<file path="src/rtl/rr_arb_pkg.sv">
// rr_arb_pkg: shared state enum, hold-counter width and default sizing for the round-robin lock arbiter.
package rr_arb_pkg;
   typedef enum logic {ARB_IDLE, ARB_OWNED} arb_state_e;
   localparam int HOLD_W = 8;
   localparam int NREQ_DEF = 3;
   localparam int MAX_HOLD_DEF = 8;
endpackage

</file>
<file path="src/rtl/rr_lock_arbiter_if.sv">
// rr_lock_arbiter_if: request/release/grant bundle between requesters (master) and the arbiter (slave).
interface rr_lock_arbiter_if
   import rr_arb_pkg::*;
#(
   parameter int NREQ = NREQ_DEF
);
   localparam int IW = $clog2(NREQ);
   logic [NREQ-1:0] req;
   logic [NREQ-1:0] done;
   logic [NREQ-1:0] gnt;
   logic gnt_vld;
   logic [IW-1:0] gnt_id;
   logic timeout;
   modport master (output req, done, input gnt, gnt_vld, gnt_id, timeout);
   modport slave (input req, done, output gnt, gnt_vld, gnt_id, timeout);
endinterface

</file>
<file path="src/rtl/rr_prio_pick.sv">
// rr_prio_pick: combinational round-robin pick, search starts after last and wraps so last ranks lowest.
module rr_prio_pick
   import rr_arb_pkg::*;
#(
   parameter int NREQ = NREQ_DEF,
   localparam int IW = $clog2(NREQ)
) (
   input  logic [NREQ-1:0] req,
   input  logic [IW-1:0]   last,
   output logic [NREQ-1:0] win,
   output logic [IW-1:0]   win_id,
   output logic            any
);
   always_comb begin
      win = '0;
      win_id = '0;
      any = |req;
      for (int k = NREQ; k >= 1; k--) begin
         if (req[(int'(last) + k) % NREQ]) begin
            win = '0;
            win[(int'(last) + k) % NREQ] = 1'b1;
            win_id = IW'((int'(last) + k) % NREQ);
         end
      end
   end
endmodule

</file>
<file path="src/rtl/rr_lock_arbiter.sv">
// rr_lock_arbiter: locking round-robin arbiter; define RR_ARB_TIMEOUT_EN to force release after MAX_HOLD owned cycles.
module rr_lock_arbiter
   import rr_arb_pkg::*;
#(
   parameter int NREQ = NREQ_DEF,
   parameter int MAX_HOLD = MAX_HOLD_DEF
) (
   input logic clk,
   input logic rst,
   rr_lock_arbiter_if.slave bus
);
   localparam int IW = $clog2(NREQ);
   arb_state_e state_q, state_d;
   logic [NREQ-1:0] gnt_q, gnt_d;
   logic [IW-1:0] id_q, id_d, last_q, last_d;
   logic to_q, to_d;
   logic [NREQ-1:0] win;
   logic [IW-1:0] win_id;
   logic any, rel, take, forced;
   rr_prio_pick #(.NREQ(NREQ)) u_pick (
      .req(bus.req),
      .last(last_q),
      .win(win),
      .win_id(win_id),
      .any(any)
   );
`ifdef RR_ARB_TIMEOUT_EN
   logic [HOLD_W-1:0] hold_q, hold_d;
   assign forced = (state_q == ARB_OWNED) && !bus.done[id_q] && (hold_q >= HOLD_W'(MAX_HOLD - 1));
   always_comb begin
      hold_d = take ? '0 : ((state_q == ARB_OWNED) && (hold_q != '1)) ? hold_q + 1'b1 : hold_q;
   end
   always_ff @(posedge clk) begin
      if (rst) hold_q <= '0;
      else hold_q <= hold_d;
   end
`else
   logic unused_max_hold;
   assign unused_max_hold = (MAX_HOLD > 0);
   assign forced = 1'b0;
`endif
   always_comb begin
      rel = (state_q == ARB_IDLE) || bus.done[id_q] || forced;
      take = rel && any;
      state_d = rel ? (any ? ARB_OWNED : ARB_IDLE) : state_q;
      gnt_d = rel ? win : gnt_q;
      id_d = rel ? win_id : id_q;
      last_d = take ? win_id : last_q;
      to_d = forced;
   end
   always_ff @(posedge clk) begin
      if (rst) begin
         state_q <= ARB_IDLE;
         gnt_q <= '0;
         id_q <= '0;
         last_q <= IW'(NREQ - 1);
         to_q <= 1'b0;
      end else begin
         state_q <= state_d;
         gnt_q <= gnt_d;
         id_q <= id_d;
         last_q <= last_d;
         to_q <= to_d;
      end
   end
   assign bus.gnt = gnt_q;
   assign bus.gnt_vld = |gnt_q;
   assign bus.gnt_id = id_q;
   assign bus.timeout = to_q;
endmodule

</file>
<file path="src/flat_wrapper.sv">
// flat-port wrapper written by rule: the top's interface ports become plain ports
module rr_lock_arbiter_flat import rr_arb_pkg::*;
#(
   parameter int NREQ = NREQ_DEF,
   parameter int MAX_HOLD = MAX_HOLD_DEF
)
  (clk, rst, bus_req, bus_done, bus_gnt, bus_gnt_vld, bus_gnt_id, bus_timeout);
  rr_lock_arbiter_if #(.NREQ(NREQ)) bus_i ();
  input logic clk;
  input logic rst;
  input wire logic [$bits(bus_i.req)-1:0] bus_req;
  input wire logic [$bits(bus_i.done)-1:0] bus_done;
  output wire logic [$bits(bus_i.gnt)-1:0] bus_gnt;
  output wire logic [$bits(bus_i.gnt_vld)-1:0] bus_gnt_vld;
  output wire logic [$bits(bus_i.gnt_id)-1:0] bus_gnt_id;
  output wire logic [$bits(bus_i.timeout)-1:0] bus_timeout;
  assign bus_i.req = bus_req;
  assign bus_i.done = bus_done;
  assign bus_gnt = bus_i.gnt;
  assign bus_gnt_vld = bus_i.gnt_vld;
  assign bus_gnt_id = bus_i.gnt_id;
  assign bus_timeout = bus_i.timeout;
  rr_lock_arbiter #(.NREQ(NREQ), .MAX_HOLD(MAX_HOLD)) u_core (.clk(clk), .rst(rst), .bus(bus_i));
endmodule
</file>
<file path="config.mk">
export PLATFORM = sky130hd
export DESIGN_NAME = rr_lock_arbiter_flat
export DESIGN_NICKNAME = d
export VERILOG_FILES = /design/src/rtl/rr_arb_pkg.sv /design/src/rtl/rr_lock_arbiter_if.sv /design/src/rtl/rr_prio_pick.sv /design/src/rtl/rr_lock_arbiter.sv /design/src/flat_wrapper.sv
export SDC_FILE = /design/constraint.sdc
export NUM_CORES = 1
export LEC_CHECK = 0
export CORE_MARGIN = 2
export CORE_UTILIZATION = 48
export DETAILED_ROUTE_END_ITERATION = 7
export GPL_ROUTABILITY_DRIVEN = 0
export GPL_TIMING_DRIVEN = 0
export PLACE_DENSITY = 0.77
export SYNTH_ARGS = -nofsm -noshare
export SYNTH_HDL_FRONTEND = slang
export SYNTH_HIERARCHICAL = 1
export SYNTH_SLANG_ARGS = --single-unit
</file>
<file path="constraint.sdc">
create_clock -name clk -period 2.95 [get_ports clk]
set_input_delay 0.295 -clock clk [delete_from_list [all_inputs] [get_ports clk]]
set_output_delay 0.295 -clock clk [all_outputs]
set_load 0.005 [all_outputs]
</file>
Word level (Yosys, flattened, before mapping)
Index checks and enable logic that the tools add are counted.
{ "classes": {"n_shift": 0, "magnitude_cmp": 7, "n_eq_ne": 0, "n_reduce_logical": 7, "bitwise_logic": 1, "n_addsub": 3, "div": 3, "n_mul": 0, "muxes": 24} }
{ "ops": {"columns": ["op", "n"], "rows": [
  ["32-bit by 1-bit greater-or-equal comparator with 1-bit output, second input constant", 3],
  ["32-bit by 4-bit less-than comparator with 1-bit output, second input constant", 3],
  ["32-bit by 3-bit modulo with 32-bit output, second input constant", 3],
  ["1-bit 2-to-1 mux", 11],
  ["3-bit 2-to-1 mux", 3],
  ["1-bit binary-select mux with 2-bit select", 4],
  ["2-bit by 2-bit adder with 3-bit output, second input constant", 2],
  ["1-bit demux with 2-bit select", 3],
  ["2-bit 2-to-1 mux", 3],
  ["3-bit OR reduction", 2],
  ["1-bit logical AND", 4],
  ["2-bit by 1-bit adder with 3-bit output, second input constant", 1],
  ["2-bit by 3-bit less-than comparator with 1-bit output, second input constant", 1],
  ["1-bit logical OR", 1],
  ["1-bit NOT", 1]
]} }
{ "word_totals": {"ramBits": 0, "input_bits": 8, "reg_bits": 8, "mem_bits_ro": 0, "output_inout_bits": 7, "n_memories": 0, "latchBits": 0, "wordCells": 49} }

Logic depth before layout (Yosys ltp)
Gate-level depths: netlist (run 1).
{ "logic_depth": {"ltp_word": 9, "ltp_mapped": 10, "depth_no_buf": 10} }

Modules after synthesis
Netlist (run 1), hierarchy kept.
{ "modules_own_cells": {"columns": ["mod", "n_inst", "seq_area_each_um2", "area_each_um2", "cells_each"], "rows": [
  ["rr_lock_arbiter", 1, 160.2, 371.6, 40],
  ["rr_prio_pick", 1, 0.0, 261.5, 35]
]} }

Worst setup path before layout (run 1)
Ideal clock, no wire load.
{ "synth_path": {"kind": "flip-flop to flip-flop", "from": "register u_core.last_q[0]", "to": "register u_core.last_q[1]", "slack_ns": 1.091, "arrival_ns": 1.739, "required_ns": 2.830, "synth_period_minus_slack_ns": 1.859, "setup_time_ns": 0.120, "path_stages_with_launch": 10, "path_buffers": 0, "cell_sequence": "dfxtp_1 inv_1 ha_1 and3b_1 o21bai_4 nand3b_1 o21ai_0 inv_1 nor2_1 a211o_1"} }
{ "synth_via": {"elab_chain_len": 8, "word_cells_on_any_way": 18, "cone_classes": "3 x add/sub; 3 x div; 12 x mux"} }
{ "synth_rtl": {"columns": ["item", "line_no", "text"], "rows": [
  ["start, declared", "rr_lock_arbiter.sv:15", "logic [IW-1:0] id_q, id_d, last_q, last_d;"],
  ["start signal, assigned", "rr_lock_arbiter.sv:56", "last_q <= IW'(NREQ - 1);"],
  ["start signal, assigned", "rr_lock_arbiter.sv:62", "last_q <= last_d;"],
  ["2-bit by 2-bit adder with 3-bit output", "rr_prio_pick.sv:19, rr_prio_pick.sv:22", null],
  ["32-bit by 3-bit modulo with 32-bit output", "rr_prio_pick.sv:19, rr_prio_pick.sv:22", null],
  ["1-bit binary-select mux with 2-bit select", "rr_prio_pick.sv:19", "if (req[(int'(last) + k) % NREQ]) begin"],
  ["1-bit 2-to-1 mux (not written as such) (2 in series)", "rr_prio_pick.sv:19", null],
  ["2-bit 2-to-1 mux (2 in series)", "rr_prio_pick.sv:19", null],
  ["2-bit 2-to-1 mux (*)", "rr_prio_pick.sv:19", null],
  ["net u_core.win_id[1]", "rr_lock_arbiter.sv:18", "logic [IW-1:0] win_id;"]
]} }
Mark *: on every way through the listed nets, which the timed path passes. The rest lies on a longest branch. The select of a mux whose other input is x is not followed.
A chain may end at the register's enable or synchronous reset.

Final worst setup path (run 1)
{ "layout_path": {"from": "register u_core.last_q[0]", "to": "register u_core.id_q[0], in the netlist u_core/bus.gnt_id[0]"} }
{ "layout_via": {"elab_chain_len": 8, "word_cells_on_any_way": 18, "cone_classes": "3 x add/sub; 3 x div; 12 x mux"} }
{ "layout_rtl": {"columns": ["item", "line_no", "text"], "rows": [
  ["2-bit by 2-bit adder with 3-bit output", "rr_prio_pick.sv:19, rr_prio_pick.sv:22", null],
  ["32-bit by 3-bit modulo with 32-bit output", "rr_prio_pick.sv:19, rr_prio_pick.sv:22", null],
  ["1-bit binary-select mux with 2-bit select", "rr_prio_pick.sv:19", null],
  ["1-bit 2-to-1 mux (not written as such) (2 in series)", "rr_prio_pick.sv:19", null],
  ["2-bit 2-to-1 mux (2 in series)", "rr_prio_pick.sv:19", null],
  ["2-bit 2-to-1 mux (*)", "rr_prio_pick.sv:19", null],
  ["net u_core.win_id[0]", "rr_lock_arbiter.sv:18", null],
  ["end signal, assigned", "rr_lock_arbiter.sv:61", "id_q <= id_d;"],
  ["end, declared", "rr_lock_arbiter.sv:15", null]
]} }
Marked as above.

==> out/qor.txt, run 1 <==
cell count after synthesis = 75
Worst VDD drop = 0.000399 V
Die X = 40.3 um
Pwr Total = 0.599 mW
drt first pass iters = 4
Worst Path Required = 3140 ps
Initial DRC Count = 12
max_cap viols = 0
antenna violation net count after detailed routing = 0
CP Cell Sequence = inv_1 -> ha_1 -> and3b_1 -> o21bai_4 -> o41ai_1 -> buf_4 -> mux2i_1 -> nor2_1
CTS Hold Bufs = 0
ranking of synthesized cells by area = dfxtp_1, mux2i_1, ha_1, nand2b_1, inv_1
CTS Buffer Depth = 2
TritonCTS Sinks = 8
worst setup path category = reg2reg
Relative slew margins = 66.7%
HPWL after DPL = 983 um
syn nets = 87
Reg clk slew, reported paths = 50 ps
CP endpoint kind = flip-flop
Tmin final = 2170 ps
vias in the first global route = 476
Post-Route Setup TNS = 0 ps
die area = 1630 um^2
total congestion overflow = 0
Worst Tran Pin Value = 493 ps
Primary FF master, synth = dfxtp_1
Yosys top cell by area = dfxtp_1
ys async rst share = 0%
I/O pin total = 15
LEAKAGE = 0.380 nW
root buffer selected by CTS = clkbuf_4
core box area = 1270 um^2
slowest CP cell = o41ai_1
via count = 551
Yosys top cell area share = 25.3%
Skew-Pair Late Insertion Delay = 250 ps
total CTS buffers = 3
Crit Path Max Fanout = 8
outcome = completed
first-pass GRT wire length = 1900 um
Startpoint Class = flip-flop
Area Overhead vs Synth = 25.5%
Antenna diodes = 0
reg2reg start = u_core/last_q[0]
Seq/Total Area, Yosys = 25.3%
Setup violations, final = 0
skew final = 4.00 ps
#FFs+latches synth = 8
residual DRC count = 0
Max Freq = 0.460 GHz
Resized Gates After CTS = 0
synthesized area = 633 um^2
pwr dens = 754 nW/um^2
post-CTS setup buffers = 0
die height = 40.3 um
count of final max-slew check failures = 0
final WL = 1250 um
wire per inst = 11.9 um
Rows = 13
Starting Density = 49.9%
Min-Delay Startpoint = rst
Buffers on Ports = 12
Post-synth EDFFs = 0
Hold Crit Depth = 2
Reg2Reg Depth = 8
CP arrival = 2360 ps
Synth warnings = 6
final hold vios = 0
Final Cycle Share = 73.6%
layout cells sized above 1 = 12.2%
H-tree levels = 1
most frequent cell after synthesis = dfxtp_1
largest net degree at the start of global routing = 9
RSZ-0062 raised after global routing = false
initial antenna violation count = 0
Avg Inst Size Synth = 8.44 um^2
CTS tree = yes
Total GRT Usage = 17.3%
most instantiated cells after synthesis = dfxtp_1, inv_1, nor2_1, mux2i_1, nand2_1
Critical Path Start = u_core/last_q[0]
average via count per standard cell = 5.25
Synth cell types = 31
Hold WC Path Type = in2reg
crit-path max cell delay = 430 ps
Final #Nets = 104
path summary, 6_finish.rpt:
path                                              to  slack, ps
worst max-delay path            u_core/bus.gnt_id[0]        780
worst min-delay path            u_core/bus.gnt_id[0]        380
worst max register to register  u_core/bus.gnt_id[0]        780
worst min register to register      u_core/last_q[1]        540
critical path: cells and delay by family, from the launching register on:
kind,cells,cell delay [ps]
compound gates,2,620
fa+ha+maj,1,420
buf+inv,2,280
flops,1,380
mux,1,60
simple gates,2,330
routing by layer:
layer / track usage (%) / up-vias / wire length (um)
met3: 3.33 / 0 / 62
met4: 5.00 / 0 / 0
met1: 23.1 / 250 / 643
met5: 0 / - / 0
met2: 28.2 / 12 / 546
li1: - / 289 / -
logic make-up after synthesis:
family / synth area share, %
adders and majority gates: 7.91
DFF: 25.3
buffers and inverters: 8.89
other: 0.592
muxes: 13.6
and+or+nand+nor: 22.3
AOI/OAI and AO/OA: 21.3
per-stage QoR:
stage | hold WS (ps) | std cells | cell area [um^2] | util [%] | setup slack [ps]
detailed placement | 521 | 102 | 772 | 60.8 | 773
floorplan | 490 | 75 | 633 | - | 1090
CTS | 386 | 105 | 795 | 62.6 | 769
global route | 411 | 105 | 795 | 62.6 | 627
global placement | 501 | 102 | 772 | 60.8 | 785
finish | 383 | 105 | 795 | 62.6 | 778
layout make-up:
type / instances / area, um^2
well taps: 15 / 18.8
clock buffers: 3 / 22.5
fillers: 108 / 474
multi-input cells: 56 / 417
plain buffers: 4 / 30.0
flip-flops and latches: 8 / 160
inverters: 7 / 26.3
repair buffers: 12 / 120
sequential cells by signal, indices dropped and copies added (netlist names):
register / cells
u_core/bus.gnt: 3
u_core/bus.gnt_id: 2
u_core/last_q: 2
u_core/state_q: 1
cells in the final DEF (no fill, tap or decap):
master | synthesis | routed
clkdlybuf4s50_1 | 0 | 12
dfxtp_1 | 8 | 8
inv_1 | 7 | 7
nor2_1 | 7 | 7
mux2i_1 | 6 | 6
nand2_1 | 6 | 6
nand2b_1 | 5 | 5
ha_1 | 4 | 4
clkbuf_4 | 0 | 3
a21oi_1 | 3 | 3
o21ai_0 | 3 | 3
or3_1 | 2 | 2
a211o_1 | 2 | 2
buf_4 | 2 | 2
nand3b_1 | 2 | 2
buf_1 | 1 | 1
mux2_4 | 1 | 1
and3b_2 | 1 | 1
buf_6 | 1 | 1
and2b_2 | 1 | 1
o221ai_1 | 1 | 1
a22oi_1 | 1 | 1
conb_1 | 1 | 1
nor2b_1 | 1 | 1
mux2_2 | 1 | 1
and3b_1 | 1 | 1
o21bai_4 | 1 | 1
a41oi_1 | 1 | 1
o41ai_1 | 1 | 1
a221oi_1 | 1 | 1
o211a_1 | 1 | 1
o31a_1 | 1 | 1
o21bai_1 | 1 | 1
power by group:
part / total [mW] / internal, mW / switching, mW
Combinational: 0.354 / 0.195 / 0.159
Clock: 0.0798 / 0.0463 / 0.0335
Sequential: 0.166 / 0.138 / 0.0277
(Power assumes the default switching activity.)
==> run 2, diff against run 1 <==
Settings changed: CORE_UTILIZATION 48 to 47, PLACE_DENSITY 0.77 to 0.76.
Clock period 2.95 ns to 2.26 ns, I/O delays scaled along.
==> out/qor.txt, run 2 (synthesis gave the netlist of run 1 again) <==
slowest CP cell = ha_2
Antenna diodes = 0
final WL = 1300 um
die height = 40.7 um
max reg flops = 3
TritonCTS Sinks = 8
r2r endpoint = u_core/last_q[1]
Min-Delay Startpoint = rst
count of final max-slew check failures = 0
vias in the first global route = 488
via count = 544
I/O pin total = 15
residual DRC count = 0
skew final = 1.68 ps
CP arrival = 2180 ps
Rows = 13
crit-path max cell delay = 420 ps
Worst Path Required = 2390 ps
post-route cell area = 805 um^2
Initial DRC Count = 6
Post-Route Setup TNS = 0 ps
antenna violation net count after detailed routing = 0
H-tree levels = 1
core box area = 1280 um^2
LEAKAGE = 0.384 nW
Reg clk slew, reported paths = 50 ps
root buffer selected by CTS = clkbuf_4
CP endpoint kind = flip-flop
critical path depth = 9
Reg2Reg Depth = 9
Hold Crit Depth = 2
Startpoint Class = flip-flop
post-CTS setup buffers = 0
CTS tree = yes
Die X = 40.7 um
CP delay by family, top = compound AO/OA/AOI/OAI gates
first-pass GRT wire length = 1930 um
R2R Setup Slk = 210 ps
die area = 1660 um^2
Crit Path Max Fanout = 8
average via count per standard cell = 5.18
largest net degree at the start of global routing = 9
Starting Density = 49.3%
CTS Buffer Depth = 2
max_cap viols = 0
final hold vios = 0
Buffers on Ports = 12
area of placed instances = 772 um^2
total CTS buffers = 3
Final Cycle Share = 90.9%
layout cells sized above 1 = 14.4%
Max Freq = 0.487 GHz
Crit path buffers/inverters = 2
outcome = completed
Setup violations, final = 0
Hold WC Path Type = in2reg
total congestion overflow = 0
drt first pass iters = 4
Skew-Pair Late Insertion Delay = 240 ps
most used cell, CP = inv_1
RSZ-0062 raised after global routing = false
Worst VDD drop = 0.000579 V
initial antenna violation count = 0
Area Overhead vs Synth = 27.1%
worst setup path category = reg2reg
HPWL after DPL = 1020 um
Hold EP = u_core/bus.gnt_id[1]
pwr dens = 990 nW/um^2
reg2reg start = u_core/last_q[0]
CP Cell Sequence = inv_1 -> ha_2 -> and3b_1 -> o21bai_4 -> nand3b_1 -> o21ai_0 -> inv_1 -> nor2_1 -> a211o_1
wire per inst = 12.4 um
Final #Nets = 104
Tmin final = 2050 ps
most frequent cells in the layout = clkdlybuf4s50_1, dfxtp_1, inv_1, nor2_1
Total GRT Usage = 17.4%
commonest non-fill, non-tap cell in the layout = clkdlybuf4s50_1
run 2: cell types whose count changed in the layout (fill, tap and decap cells not counted):
cell,delta
o41ai_1,-1
ha_1,-1
o41ai_2,+1
ha_2,+1
run 2: what timing repair did:
item | in CTS | in global routing
hold buffers | 0 | 0
endpoints found under the setup margin | 0 | 3
resized for setup | 0 | 2
run 2: layout make-up:
class	instances	area, um^2
multi-input combinational	56	427
tap	15	18.8
sequential	8	160
fill	119	480
inverter	7	26.3
clock buffer	3	22.5
buffer	4	30.0
timing repair buffer	12	120
run 2: metal layers:
layer / GRT usage, % / share of wire [%] / vias to the layer above
li1: - / - / 292
met1: 21.0 / 51 / 240
met2: 31.0 / 45 / 12
met3: 4.89 / 4.1 / 0
met4: 2.50 / 0 / 0
met5: 0 / 0 / -
run 2: how the worst max path moves through the flow:
| stage | from | end | slack (ps) |
|---|---|---|---|
| finish | u_core/last_q[0] | u_core/last_q[1] | 210 |
| global route | u_core/last_q[0] | u_core/bus.gnt_id[1] | 60 |
| CTS | u_core/last_q[0] | u_core/bus.gnt_id[0] | 50 |
| detailed placement | u_core/last_q[0] | u_core/bus.gnt_id[0] | 80 |
| global placement | u_core/last_q[0] | u_core/last_q[0] | 110 |
| floorplan | u_core/last_q[0] | u_core/last_q[1] | 400 |
run 2: power by group:
part	total, mW	internal (mW)	switching (mW)
sequential	0.218	0.180	0.0375
combinational	0.479	0.264	0.215
clock	0.0998	0.0602	0.0396
run 2: metrics by stage:
step | setup slack [ps] | power (mW) | hold WS, ps | instances | util [%]
after floorplan | 401 | 0.531 | 480 | 75 | -
after global placement | 110 | 0.670 | 509 | 102 | 60.1
after detailed placement | 75.7 | 0.678 | 522 | 102 | 60.1
after CTS | 49.2 | 0.785 | 302 | 105 | 61.8
after global routing | 63.8 | 0.864 | 329 | 105 | 62.6
final | 206 | 0.796 | 313 | 105 | 62.6
